<file path="config.mk">
export PLATFORM = sky130hd
export DESIGN_NAME = axis_bit_packer
export DESIGN_NICKNAME = d
export VERILOG_FILES = /design/src/rtl/axis_bit_packer.sv
export SDC_FILE = /design/constraint.sdc
export NUM_CORES = 1
export LEC_CHECK = 0
export BUFFER_PORTS_ARGS = -buffer_cell sky130_fd_sc_hd__buf_4
export CAP_MARGIN = 20
export CORE_ASPECT_RATIO = 0.5
export CORE_MARGIN = 3
export CORE_UTILIZATION = 25
export DETAILED_ROUTE_END_ITERATION = 10
export PLACE_DENSITY_LB_ADDON = 0.3
export SETUP_SLACK_MARGIN = 0.15
export SLEW_MARGIN = 5
export SYNTH_ARGS = -nofsm -noshare
export SYNTH_HDL_FRONTEND = slang
export SYNTH_SLANG_ARGS = --single-unit
</file>
<file path="constraint.sdc">
create_clock -name clk -period 7.5 [get_ports clk]
set_input_delay 0.75 -clock clk [delete_from_list [all_inputs] [get_ports clk]]
set_output_delay 0.75 -clock clk [all_outputs]
set_load 0.05 [all_outputs]
</file>
<file path="src/rtl/axis_bit_packer.sv">
// axis_bit_packer: packs variable-length codewords into fixed W-bit AXI-Stream words, with end-of-stream flush
// Ports:
//   clk, rst                     clock; asynchronous active-low reset
//   input_data/length/last/valid codeword (right-aligned), bit count, stream end, valid
//   input_ready                  accept strobe (combinational on output_ready)
//   output_data/last/padding     packed word, final-word flag, zero pad bits in final word
//   output_valid, output_ready   output handshake
module axis_bit_packer #(
  parameter int MAX_CODE_WIDTH = 39,
  parameter int OUTPUT_WIDTH_LOG = 5,
  parameter bit MSB_FIRST = 1,
  parameter int LENGTH_WIDTH = $clog2(MAX_CODE_WIDTH + 1)
) (
  input  logic                          clk,
  input  logic                          rst,
  input  logic [MAX_CODE_WIDTH-1:0]     input_data,
  input  logic [LENGTH_WIDTH-1:0]       input_length,
  input  logic                          input_last,
  input  logic                          input_valid,
  output logic                          input_ready,
  output logic [2**OUTPUT_WIDTH_LOG-1:0] output_data,
  output logic                          output_last,
  output logic [OUTPUT_WIDTH_LOG:0]     output_padding,
  output logic                          output_valid,
  input  logic                          output_ready
);
  localparam int W = 2**OUTPUT_WIDTH_LOG;
  localparam int BUF = W + MAX_CODE_WIDTH - 1;
  localparam int CW = $clog2(BUF + 1);
  localparam int PW = OUTPUT_WIDTH_LOG + 1;
  localparam logic [CW-1:0] WC = CW'(W);
  localparam logic [CW-1:0] BC = CW'(BUF);
  localparam logic [CW-1:0] MC = CW'(MAX_CODE_WIDTH);
  typedef enum logic {FILL, FLUSH} state_t;
  state_t state, state_n;
  logic [BUF-1:0] bits, bits_d, bits_n;
  logic [CW-1:0] count, cnt_d, count_n, len;
  logic [MAX_CODE_WIDTH-1:0] code, code_m, code_r;
  logic [W-1:0] word;
  logic out_fire, in_fire;
  // The buffer always holds the stream oldest-bit-first from the top; LSB-first
  // mode only reverses each code on entry and each word on exit.
  always_comb begin
    len = (input_length > LENGTH_WIDTH'(MAX_CODE_WIDTH)) ? MC : CW'(input_length);
    code_m = input_data & ~({MAX_CODE_WIDTH{1'b1}} << len);
    for (int i = 0; i < MAX_CODE_WIDTH; i++) code_r[i] = code_m[MAX_CODE_WIDTH-1-i];
    code = MSB_FIRST ? code_m : code_r >> (MC - len);
    word = bits[BUF-1 -: W];
    for (int i = 0; i < W; i++) output_data[i] = MSB_FIRST ? word[i] : word[W-1-i];
  end
  assign output_valid = state == FLUSH || count >= WC;
  assign output_last = state == FLUSH && count <= WC;
  assign output_padding = output_last ? PW'(WC - count) : '0;
  assign out_fire = output_valid && output_ready;
  assign cnt_d = out_fire ? count - WC : count;
  // rst gating keeps ready low while reset is held, since the registers alone would raise it
  assign input_ready = rst && state == FILL && cnt_d < WC;
  assign in_fire = input_valid && input_ready;
  always_comb begin
    bits_d = out_fire ? bits << W : bits;
    state_n = state;
    bits_n = bits_d;
    count_n = cnt_d;
    if (in_fire) begin
      bits_n = bits_d | ({{(BUF-MAX_CODE_WIDTH){1'b0}}, code} << (BC - cnt_d - len));
      count_n = cnt_d + len;
      state_n = input_last ? FLUSH : FILL;
    end
    // the final flush word empties the buffer regardless of how many bits it carried
    if (state == FLUSH && out_fire && count <= WC) begin
      state_n = FILL;
      count_n = '0;
      bits_n = '0;
    end
  end
  always_ff @(posedge clk or negedge rst)
    if (!rst) begin
      state <= FILL;
      count <= '0;
      bits <= '0;
    end else begin
      state <= state_n;
      count <= count_n;
      bits <= bits_n;
    end
endmodule

</file>
Yosys cells after proc, flatten, opt, wreduce, memory -nomap -nowiden
Cells that the tools add are included.
{ "totals": {"regBits": 78, "output_inout_bits": 41, "wordCells": 38} }
{ "classes": {"add_sub_neg": 5, "order_cmp": 4, "shift": 2, "n_mux": 11, "bitwise": 4, "n_reduce_logical": 9} }
{ "op_table": {"columns": ["cell", "count"], "rows": [
  ["$mux W70", 3],
  ["$or A70 B70 Y70", 1],
  ["$shl A39 B7 Y70", 1],
  ["$and A39 B39 Y39", 1],
  ["$not A39 Y39", 1],
  ["$shl A39 B6 Y39 const A", 1],
  ["$mux W7", 3],
  ["$mux W6", 2],
  ["$add A7 B6 Y7", 1],
  ["$ge A7 B6 Y1 const B", 1],
  ["$le A7 B6 Y1 const B", 1],
  ["$logic_and A1 B1 Y1", 7],
  ["$lt A7 B6 Y1 const B", 1],
  ["$sub A7 B6 Y7", 1],
  ["$sub A7 B6 Y7 const B", 1],
  ["$sub A7 B7 Y7 const A", 1],
  ["$gt A6 B6 Y1 const B", 1],
  ["$sub A6 B6 Y6 const A", 1],
  ["$mux W1", 3],
  ["$reduce_bool A2 Y1", 1],
  ["$logic_or A1 B1 Y1", 1],
  ["$not A1 Y1", 1]
]} }

Logic depth before layout (Yosys ltp)
Gate-level depths: netlist of the first run.
{ "depth": {"depth_word": 10, "ltp_mapped": 20, "depth_no_buf": 15} }

Worst setup path after synthesis of the first run
Ideal clock, no wire load.
{ "synth_timing": {"path_kind": "input-to-reg", "from": "in input_length[5]", "to": "reg bits[68]", "arrival_ns": 4.456, "t_required_ns": 7.406, "setup_slack_ns": 2.949, "stages": 17, "n_path_buf": 8, "path_cell_list": "buf_6 > buf_6 > buf_2 > buf_2 > buf_1 > nand2_1 > nand2b_1 > ha_1 > ha_1 > inv_1 > fa_1 > clkbuf_1 > clkbuf_1 > clkbuf_1 > mux4_2 > mux2_2 > a211oi_1"} }
{ "synth_via": {"elab_chain_len": 9, "word_cells_on_any_way": 10, "cone_classes": "add/sub (1); order compare (1); shift (2); mux (3); bitwise (3)"} }
{ "synth_rtl": {"columns": ["element", "line", "source"], "rows": [
  ["from (decl)", "17", "input logic [LENGTH_WIDTH-1:0] input_length,"],
  ["$gt A6 B6 Y1", "44", "len = (input_length > LENGTH_WIDTH'(MAX_CODE_WIDTH)) ? MC : CW'(input_length);"],
  ["$mux W6 *", "44", null],
  ["$shl A39 B6 Y39", "45", "code_m = input_data & ~({MAX_CODE_WIDTH{1'b1}} << len);"],
  ["$not A39 Y39", "45", null],
  ["$and A39 B39 Y39", "45", null],
  ["$shl A39 B7 Y70 *", "65", "bits_n = bits_d | ({{(BUF-MAX_CODE_WIDTH){1'b0}}, code} << (BC - cnt_d - len));"],
  ["$or A70 B70 Y70 *", "65", null],
  ["$mux W70 *", "64", "if (in_fire) begin"],
  ["$mux W70 *", "70", "if (state == FLUSH && out_fire && count <= WC) begin"],
  ["via bits_n[68]", "36", "logic [BUF-1:0] bits, bits_d, bits_n;"],
  ["to (signal assigned)", "84", "bits <= bits_n;"],
  ["to (decl)", "36", null]
]} }
The timed path passes the listed nets; every way through them passes the cells marked *.
A chain may end at the register's enable or synchronous reset.

Final worst setup path of the first run
{ "layout_timing": {"from": "in input_length[3]", "to": "reg bits[69]"} }
The elaborated chain is that of the path after synthesis.

==> impl_metrics.py, run 1 <==
metrics = {
    "timing": {
        "finalSetupViolations": 0,
        "hold_ws_ns": 0.275,
        "skew_ns": 0.0113,
        "period_needed_ns": 5.11,
        "setup_tns_ns": 0,
        "clock.fmax_mhz": 196,
        "rsz0062_at_grt": "false",
        "worstMarginPinSlew_ns": 1.08,
        "max_slew_margin_pct": 27.2,
        "post-route-period-util_pct": 68.1,
        "slew_violations": 0,
        "hold_viol_final": 0,
    },
    "global_route": {
        "grt_remaining_overflow": 0,
        "grt_pass1_wl_mm": 52.8,
        "grt_max_degree": 66,
        "antenna_found_initial": 0,
        "grt_use_total_pct": 18.8,
        "grt_pass1_vias": 8339,
    },
    "clock_tree": {
        "clock_path_buffers": 2,
        "cts_made_buffers": 9,
        "postCtsSetupBuffers": 0,
        "htreeDepth": 3,
        "root_buffer": "clkbuf_16",
        "ctsResizeCount": 0,
        "cts_sinks": 78,
        "cts_hold_buf": 0,
        "cts_tree": "yes",
        "clock_latency_ns": 0.36,
        "clkTransAtPathRegs_ns": 0.06,
    },
    "worst_setup_path": {
        "critPathRequiredTime_ns": 7.77,
        "startpoint_type": "primary input",
        "cp_max_fo": 39,
        "path_cells": "buf_4 -> or2_2 -> nand2_1 -> nand2b_1 -> ha_1 -> ha_2 -> inv_1 -> fa_1 -> buf_4 -> inv_1 -> nor2_2 -> o21ai_0 -> o22a_2 -> or3_1 -> a32o_1 -> a211oi_2",
        "r2r_slack_ns": 2.76,
        "cpMaxStageDelayCell": "fa_1",
        "end_kind": "register",
        "worstSetupPathType": "in2reg",
        "cp_data_arrival_time_ns": 5.38,
        "max_stage_delay_ns": 0.53,
    },
    "drt": {
        "dr_total_vias": 8884,
        "drtIter0Drc": 1266,
        "drc_errors": 0,
        "ant_nets": 0,
        "first_pass_iters": 7,
        "wl_per_cell_um": 23.2,
        "viasPerCell": 5.95,
        "wl_mm": 34.7,
    },
    "yosys": {
        "ys_warn_count": 0,
        "yosysUniqueCellTypes": 93,
        "syn_nets": 1130,
        "synthTopCellsByArea": "dfrtp_1, mux2i_1, nand2_1",
        "async_flop_share_pct": 100,
        "yosys-top-cells-count": "nand2_1, nor2_1, dfrtp_1",
        "synthCells": 1060,
        "synth_top_area_cell": "dfrtp_1",
        "yosysSeqAreaShare_pct": 23.0,
        "yosys.area.top_type_share_pct": 23.0,
        "synth_edf_count": 0,
        "synth_area_mm2": 0.00847,
        "syn_avg_cell_area_um2": 7.99,
        "synth-main-ff-cell": "dfrtp_1",
        "synth_seq_cells": 78,
        "synth_most_common_cell": "nand2_1",
    },
    "die": {
        "start_util_pct": 26.0,
        "die_h_um": 136,
        "core-area_mm2": 0.0325,
        "rows": 46,
        "num_io_pins": 91,
        "fp.dieW_um": 266,
        "dieArea_mm2": 0.0363,
    },
    "finish": {
        "antenna_cells": 0,
        "area_growth_pct": 12.2,
        "drive_gt1_share_pct": 16.9,
        "fillers": 3494,
        "final_nets": 1125,
        "multi_input_area_mm2": 0.00577,
        "ff_latch_area_mm2": 0.00195,
    },
    "min_path": {
        "hold_path_class": "in2async",
    },
    "job": {
        "drv_cap": 0,
    },
    "status": {
        "status": "complete, no violations",
    },
    "placement": {
        "dp_hpwl_mm": 25.6,
        "routabilityCongestion": 0.933,
        "placement.io_buffers": 90,
    },
}
## state kept, by name (all words and copies together) (netlist names)
register and count:
count 7, bits 70, state 1
## cell families (layout without fill, tap and decap cells)
kind of cell    count (synthesis)  after routing  share of synthesized area [%]
flops                          78             78                           23.0
buf+inv                       152            152                           9.46
xor+xnor                       17             17                           1.85
fa+ha+maj                      21             21                           3.34
simple gates                  332            332                           18.3
compound gates                379            379                           33.1
mux                            81             81                           10.9
## path summary, 6_finish.rpt
| path | depth (start not counted) | to | startpoint |
|---|---|---|---|
| min in group clk | 2 | bits[10]$_DFF_PN0_ | bits[10]$_DFF_PN0_ |
| worst min-delay path | 1 | bits[4]$_DFF_PN0_ | rst |
| max in group asynchronous | 2 | bits[50]$_DFF_PN0_ | rst |
| worst max register to register | 15 | bits[14]$_DFF_PN0_ | count[5]$_DFF_PN0_ |
| worst max-delay path | 16 | bits[69]$_DFF_PN0_ | input_length[3] |
| worst min register to register | 2 | bits[10]$_DFF_PN0_ | bits[10]$_DFF_PN0_ |
## critical path: cells and delay by family
family / cells / cell delay (ns)
buf+inv: 4 / 1.18
simple gates: 5 / 1.41
fa+ha+maj: 3 / 1.00
compound gates: 4 / 0.96
## layer usage
metal | global-route usage, % | wire length [um] | up-vias
met3 | 3.15 | 2920 | 41
met1 | 27.5 | 16000 | 4348
met5 | 0 | 0 | -
met4 | 3.77 | 497 | 0
met2 | 29.0 | 15200 | 485
li1 | - | - | 4010
## placed cells by master (no fill, tap or decap), drive strengths merged, types with 17 or more instances in the layout
cell type / instances
o22ai: 23
mux2i: 58
o21ai: 76
buf: 107
nand3: 35
nand2: 101
a22o: 19
inv: 33
nor3: 17
ha: 17
a211oi: 20
dfrtp: 78
nor2: 99
a21oi: 49
## metrics by stage
| stage | util, % | setup slack [ns] | instance area [um2] | cells |
|---|---|---|---|---|
| 2_1_floorplan | - | 2.95 | 8470 | 1060 |
| 3_3_place_gp | 28.2 | 2.15 | 9160 | 1474 |
| 3_5_place_dp | 28.2 | 2.07 | 9160 | 1474 |
| 4_1_cts | 29.2 | 2.12 | 9490 | 1490 |
| 5_1_grt | 29.2 | 2.19 | 9500 | 1492 |
| 6_report | 29.2 | 2.39 | 9500 | 1492 |
## final cells by class
type | instances | area share [%]
Timing Repair Buffer | 107 | 8.46
Sequential cell | 78 | 20.5
Tap cell | 432 | 5.69
Multi-Input combinational cell | 830 | 60.7
Clock buffer | 9 | 2.37
Clock inverter | 7 | 1.08
Inverter | 29 | 1.15
Power of run 1 is not shown: default switching activity piles up to over one toggle a cycle in this logic, so the estimate is an artifact.
==> inputs of run 2 (changes only) <==
==> constraint.sdc (replaced) <==
create_clock -name clk -period 4.7 [get_ports clk]
set_input_delay 0.47 -clock clk [delete_from_list [all_inputs] [get_ports clk]]
set_output_delay 0.47 -clock clk [all_outputs]
set_load 0.05 [all_outputs]
==> impl_metrics.py, run 2 (synthesis results as in run 1) <==
metrics = {
    "status": {
        "status": "complete, no violations",
    },
    "finish": {
        "area_growth_pct": 16.2,
        "largest_reg_flops": 70,
        "finalInstanceArea_mm2": 0.00984,
        "drive_gt1_share_pct": 20.3,
        "layout_common_cells": "buf_4, nand2_1, nor2_1",
        "top_register": "bits",
        "final_common_cell": "buf_4",
        "top_regs": "bits (70), count (7), state (1)",
        "antenna_cells": 0,
        "final_nets": 1173,
    },
    "timing": {
        "setup_tns_ns": 0,
        "finalSetupViolations": 0,
        "period_needed_ns": 4.19,
        "clock.fmax_mhz": 239,
        "post-route-period-util_pct": 89.2,
        "skew_ns": 0.0100,
        "max_slew_margin_pct": 31.0,
        "slew_violations": 0,
        "hold_viol_final": 0,
        "worstMarginPinSlew_ns": 1.03,
        "rsz0062_at_grt": "false",
    },
    "global_route": {
        "grt_pass1_wl_mm": 54.4,
        "grt_remaining_overflow": 0,
        "grt_use_total_pct": 19.4,
        "grt_max_degree": 46,
        "grt_pass1_vias": 8583,
        "antenna_found_initial": 0,
    },
    "worst_setup_path": {
        "critical_path_buf_inv_count": 4,
        "cpMostUsedCell": "ha_1",
        "startpoint_type": "register",
        "critPathRequiredTime_ns": 4.98,
        "critical_path.top_delay_family": "XOR/XNOR gates",
        "max_stage_delay_ns": 0.84,
        "end_kind": "register",
        "cp_data_arrival_time_ns": 4.47,
        "cpMaxStageDelayCell": "xnor2_1",
        "path_cells": "inv_1 -> ha_1 -> nor2b_1 -> nor2_4 -> xnor2_1 -> inv_1 -> ha_1 -> ha_1 -> xnor2_1 -> buf_4 -> nand3_1 -> buf_4 -> nor2_1 -> a22o_1",
        "cp_max_fo": 10,
        "worstSetupPathType": "reg2reg",
    },
    "drt": {
        "first_pass_iters": 5,
        "wl_mm": 35.5,
        "drtIter0Drc": 1133,
        "drc_errors": 0,
        "ant_nets": 0,
        "dr_total_vias": 8927,
        "viasPerCell": 5.80,
        "wl_per_cell_um": 23.0,
    },
    "placement": {
        "place_area_mm2": 0.00955,
        "dp_hpwl_mm": 27.3,
        "routabilityCongestion": 0.957,
        "placement.io_buffers": 90,
    },
    "die": {
        "die_h_um": 136,
        "core-area_mm2": 0.0325,
        "dieArea_mm2": 0.0363,
        "num_io_pins": 91,
        "rows": 46,
        "start_util_pct": 26.0,
        "fp.dieW_um": 266,
    },
    "clock_tree": {
        "cts_made_buffers": 9,
        "clock_path_buffers": 2,
        "postCtsSetupBuffers": 0,
        "cts_sinks": 78,
        "cts_tree": "yes",
        "cts_hold_buf": 0,
        "root_buffer": "clkbuf_16",
        "ctsResizeCount": 0,
        "htreeDepth": 3,
        "clock_latency_ns": 0.35,
        "clkTransAtPathRegs_ns": 0.07,
    },
    "min_path": {
        "hold_path_class": "in2async",
    },
    "job": {
        "drv_cap": 0,
    },
}
## run 2: cell type report
cell class,count,area [um2]
timing repair buffer,155,1180
fill,3461,22700
multi-input combinational,830,5770
clock inverter,5,60.1
sequential,78,1950
tap,432,541
clock buffer,11,233
inverter,29,109
## run 2: worst paths after layout
path	start	endpoint	slack [ns]	cells after the start
max reg2reg	count[5]$_DFF_PN0_	bits[3]$_DFF_PN0_	0.51	14
min reg2reg	bits[23]$_DFF_PN0_	bits[23]$_DFF_PN0_	0.48	2
max in group asynchronous	rst	bits[68]$_DFF_PN0_	3.62	2
min	rst	bits[37]$_DFF_PN0_	0.15	1
min in group clk	input_last	state$_DFFE_PN0P_	0.34	3
max	count[5]$_DFF_PN0_	bits[3]$_DFF_PN0_	0.51	14
## run 2: per-stage QoR
stage	hold WS, ns	util (%)	setup slack, ns	cells
after floorplan	0.174	-	0.429	1060
after global placement	0.464	29.4	0.318	1524
after detailed placement	0.469	29.4	0.315	1524
after CTS	0.158	30.3	0.559	1540
after global routing	0.190	30.3	0.203	1540
final	0.147	30.3	0.508	1540
## run 2: layer usage
metal	global-route usage [%]	part of all wire, %	vias up
met3	2.64	7.3	33
met5	0	0	-
met4	5.11	1.8	0
met2	29.3	44	389
li1	-	-	4112
met1	28.7	47	4393
Power of run 2 is left out for the same reason.
==> inputs of run 3 (changes only) <==
--- a/config.mk
+++ b/config.mk
@@ -7,8 +7,7 @@
 export LEC_CHECK = 0
 export BUFFER_PORTS_ARGS = -buffer_cell sky130_fd_sc_hd__buf_4
 export CAP_MARGIN = 20
-export CORE_ASPECT_RATIO = 0.5
-export CORE_MARGIN = 3
+export CORE_ASPECT_RATIO = 0.8
 export CORE_UTILIZATION = 25
 export DETAILED_ROUTE_END_ITERATION = 10
 export PLACE_DENSITY_LB_ADDON = 0.3
==> impl_metrics.py, run 3 (synthesis results as in run 1) <==
metrics = {
    "status": {
        "status": "complete, no violations",
    },
    "finish": {
        "fin_cells": 1535,
        "largest_reg_flops": 70,
        "area_growth_pct": 17.5,
        "drive_gt1_share_pct": 20.4,
        "final_common_cell": "buf_4",
        "layout_common_cells": "buf_4, nand2_1, nor2_1",
        "multi_input_area_mm2": 0.00577,
        "top_regs": "bits (70), count (7), state (1)",
        "top_register": "bits",
        "fillers": 3548,
        "antenna_cells": 0,
        "finish.utilization_pct": 30.2,
        "final_nets": 1175,
        "ff_latch_area_mm2": 0.00195,
    },
    "worst_setup_path": {
        "cpMaxStageDelayCell": "a211oi_1",
        "critPathRequiredTime_ns": 4.99,
        "cpMostUsedCell": "ha_1",
        "path_cells": "inv_1 -> ha_1 -> nor2b_1 -> nor2_4 -> xnor2_1 -> inv_1 -> ha_1 -> ha_1 -> a21oi_1 -> xnor2_1 -> nand2_1 -> a211oi_1 -> o221a_2",
        "r2r_cells": 13,
        "end_kind": "register",
        "r2r_start": "count[5]$_DFF_PN0_",
        "worstSetupPathType": "reg2reg",
        "r2r_slack_ns": 0.62,
        "cp_data_arrival_time_ns": 4.37,
        "cp_max_fo": 16,
        "max_stage_delay_ns": 0.62,
        "r2r_end": "bits[48]$_DFF_PN0_",
        "startpoint_type": "register",
    },
    "die": {
        "num_io_pins": 91,
        "rows": 59,
        "start_util_pct": 25.7,
        "dieArea_mm2": 0.0346,
        "die_h_um": 167,
        "core-area_mm2": 0.0329,
        "fp.dieW_um": 208,
    },
    "global_route": {
        "grt_pass1_vias": 8564,
        "antenna_found_initial": 1,
        "grt_max_degree": 78,
        "grt_pass1_wl_mm": 53.6,
        "grt_remaining_overflow": 0,
        "grt_use_total_pct": 19.9,
    },
    "timing": {
        "max_slew_margin_pct": 34.2,
        "slew_violations": 0,
        "clock.fmax_mhz": 245,
        "finalSetupViolations": 0,
        "setup_tns_ns": 0,
        "rsz0062_at_grt": "false",
        "hold_viol_final": 0,
        "worstMarginPinSlew_ns": 0.986,
        "period_needed_ns": 4.08,
        "post-route-period-util_pct": 86.8,
        "skew_ns": 0.00522,
        "fin_ws_ns": 0.619,
    },
    "job": {
        "drv_cap": 0,
    },
    "clock_tree": {
        "cts_sinks": 78,
        "htreeDepth": 3,
        "root_buffer": "clkbuf_16",
        "clkTransAtPathRegs_ns": 0.06,
        "clock_latency_ns": 0.35,
        "cts_tree": "yes",
        "cts_made_buffers": 9,
        "postCtsSetupBuffers": 0,
        "clock_path_buffers": 2,
    },
    "drt": {
        "first_pass_iters": 5,
        "wl_per_cell_um": 22.7,
        "ant_nets": 0,
        "drtIter0Drc": 1064,
        "drc_errors": 0,
        "dr_total_vias": 9028,
        "wl_mm": 34.8,
        "viasPerCell": 5.88,
    },
    "min_path": {
        "holdPathEnd": "state$_DFFE_PN0P_",
        "holdCritStartpoint": "input_last",
        "hold_path_class": "in2reg",
        "whs_path_depth": 3,
    },
    "placement": {
        "place_ws_ns": 0.386,
        "dpl.cell_count": 1519,
        "routabilityCongestion": 0.943,
        "placement.io_buffers": 90,
        "dp_hpwl_mm": 26.4,
    },
}
run 3: layout make-up:
type,instances,area share [%]
inverters,29,1.09
well taps,427,5.37
clock inverters,4,1.21
multi-input cells,830,58.0
flip-flops and latches,78,19.6
repair buffers,157,12.3
clock buffers,10,2.40
run 3: worst max path at each step:
| stage | depth (start not counted) | end | startpoint |
|---|---|---|---|
| 2_1_floorplan | 17 | bits[68]$_DFF_PN0_ | input_length[5] |
| 3_3_place_gp | 13 | bits[69]$_DFF_PN0_ | input_length[4] |
| 3_5_place_dp | 16 | bits[48]$_DFF_PN0_ | input_length[4] |
| 4_1_cts | 13 | bits[48]$_DFF_PN0_ | count[5]$_DFF_PN0_ |
| 5_1_grt | 13 | bits[48]$_DFF_PN0_ | count[5]$_DFF_PN0_ |
| 6_report | 13 | bits[48]$_DFF_PN0_ | count[5]$_DFF_PN0_ |
run 3: layer usage:
metal / share of wire (%) / GRT usage (%) / vias up / wire length (um)
met5: 0.026 / 0 / - / 9
met1: 47 / 28.4 / 4432 / 16200
met4: 1.7 / 4.99 / 2 / 597
met3: 8.0 / 4.05 / 43 / 2780
li1: - / - / 4101 / -
met2: 44 / 30.2 / 450 / 15200
run 3: repair_timing:
item / in CTS / in global routing
hold buffers: 1 / 0
gates resized for setup: 0 / 0
endpoints found under the hold margin: 1 / 0
run 3: per-stage QoR:
| step | hold WS (ns) | cell area (um2) |
|---|---|---|
| 6_report | 0.336 | 9950 |
| 2_1_floorplan | 0.174 | 8470 |
| 3_3_place_gp | 0.266 | 9550 |
| 5_1_grt | 0.363 | 9950 |
| 4_1_cts | 0.331 | 9920 |
| 3_5_place_dp | 0.266 | 9550 |
run 3: worst max-delay path, delay by kind of cell, from the launching register on:
family | cells | cell delay [ns]
xor gates and xnor gates | 2 | 0.44
and+or+nand+nor | 3 | 0.97
adders and majority gates | 3 | 0.82
DFF | 1 | 0.43
AOI/OAI and AO/OA | 3 | 1.15
buffers and inverters | 2 | 0.20
Power of run 3 is left out for the same reason.
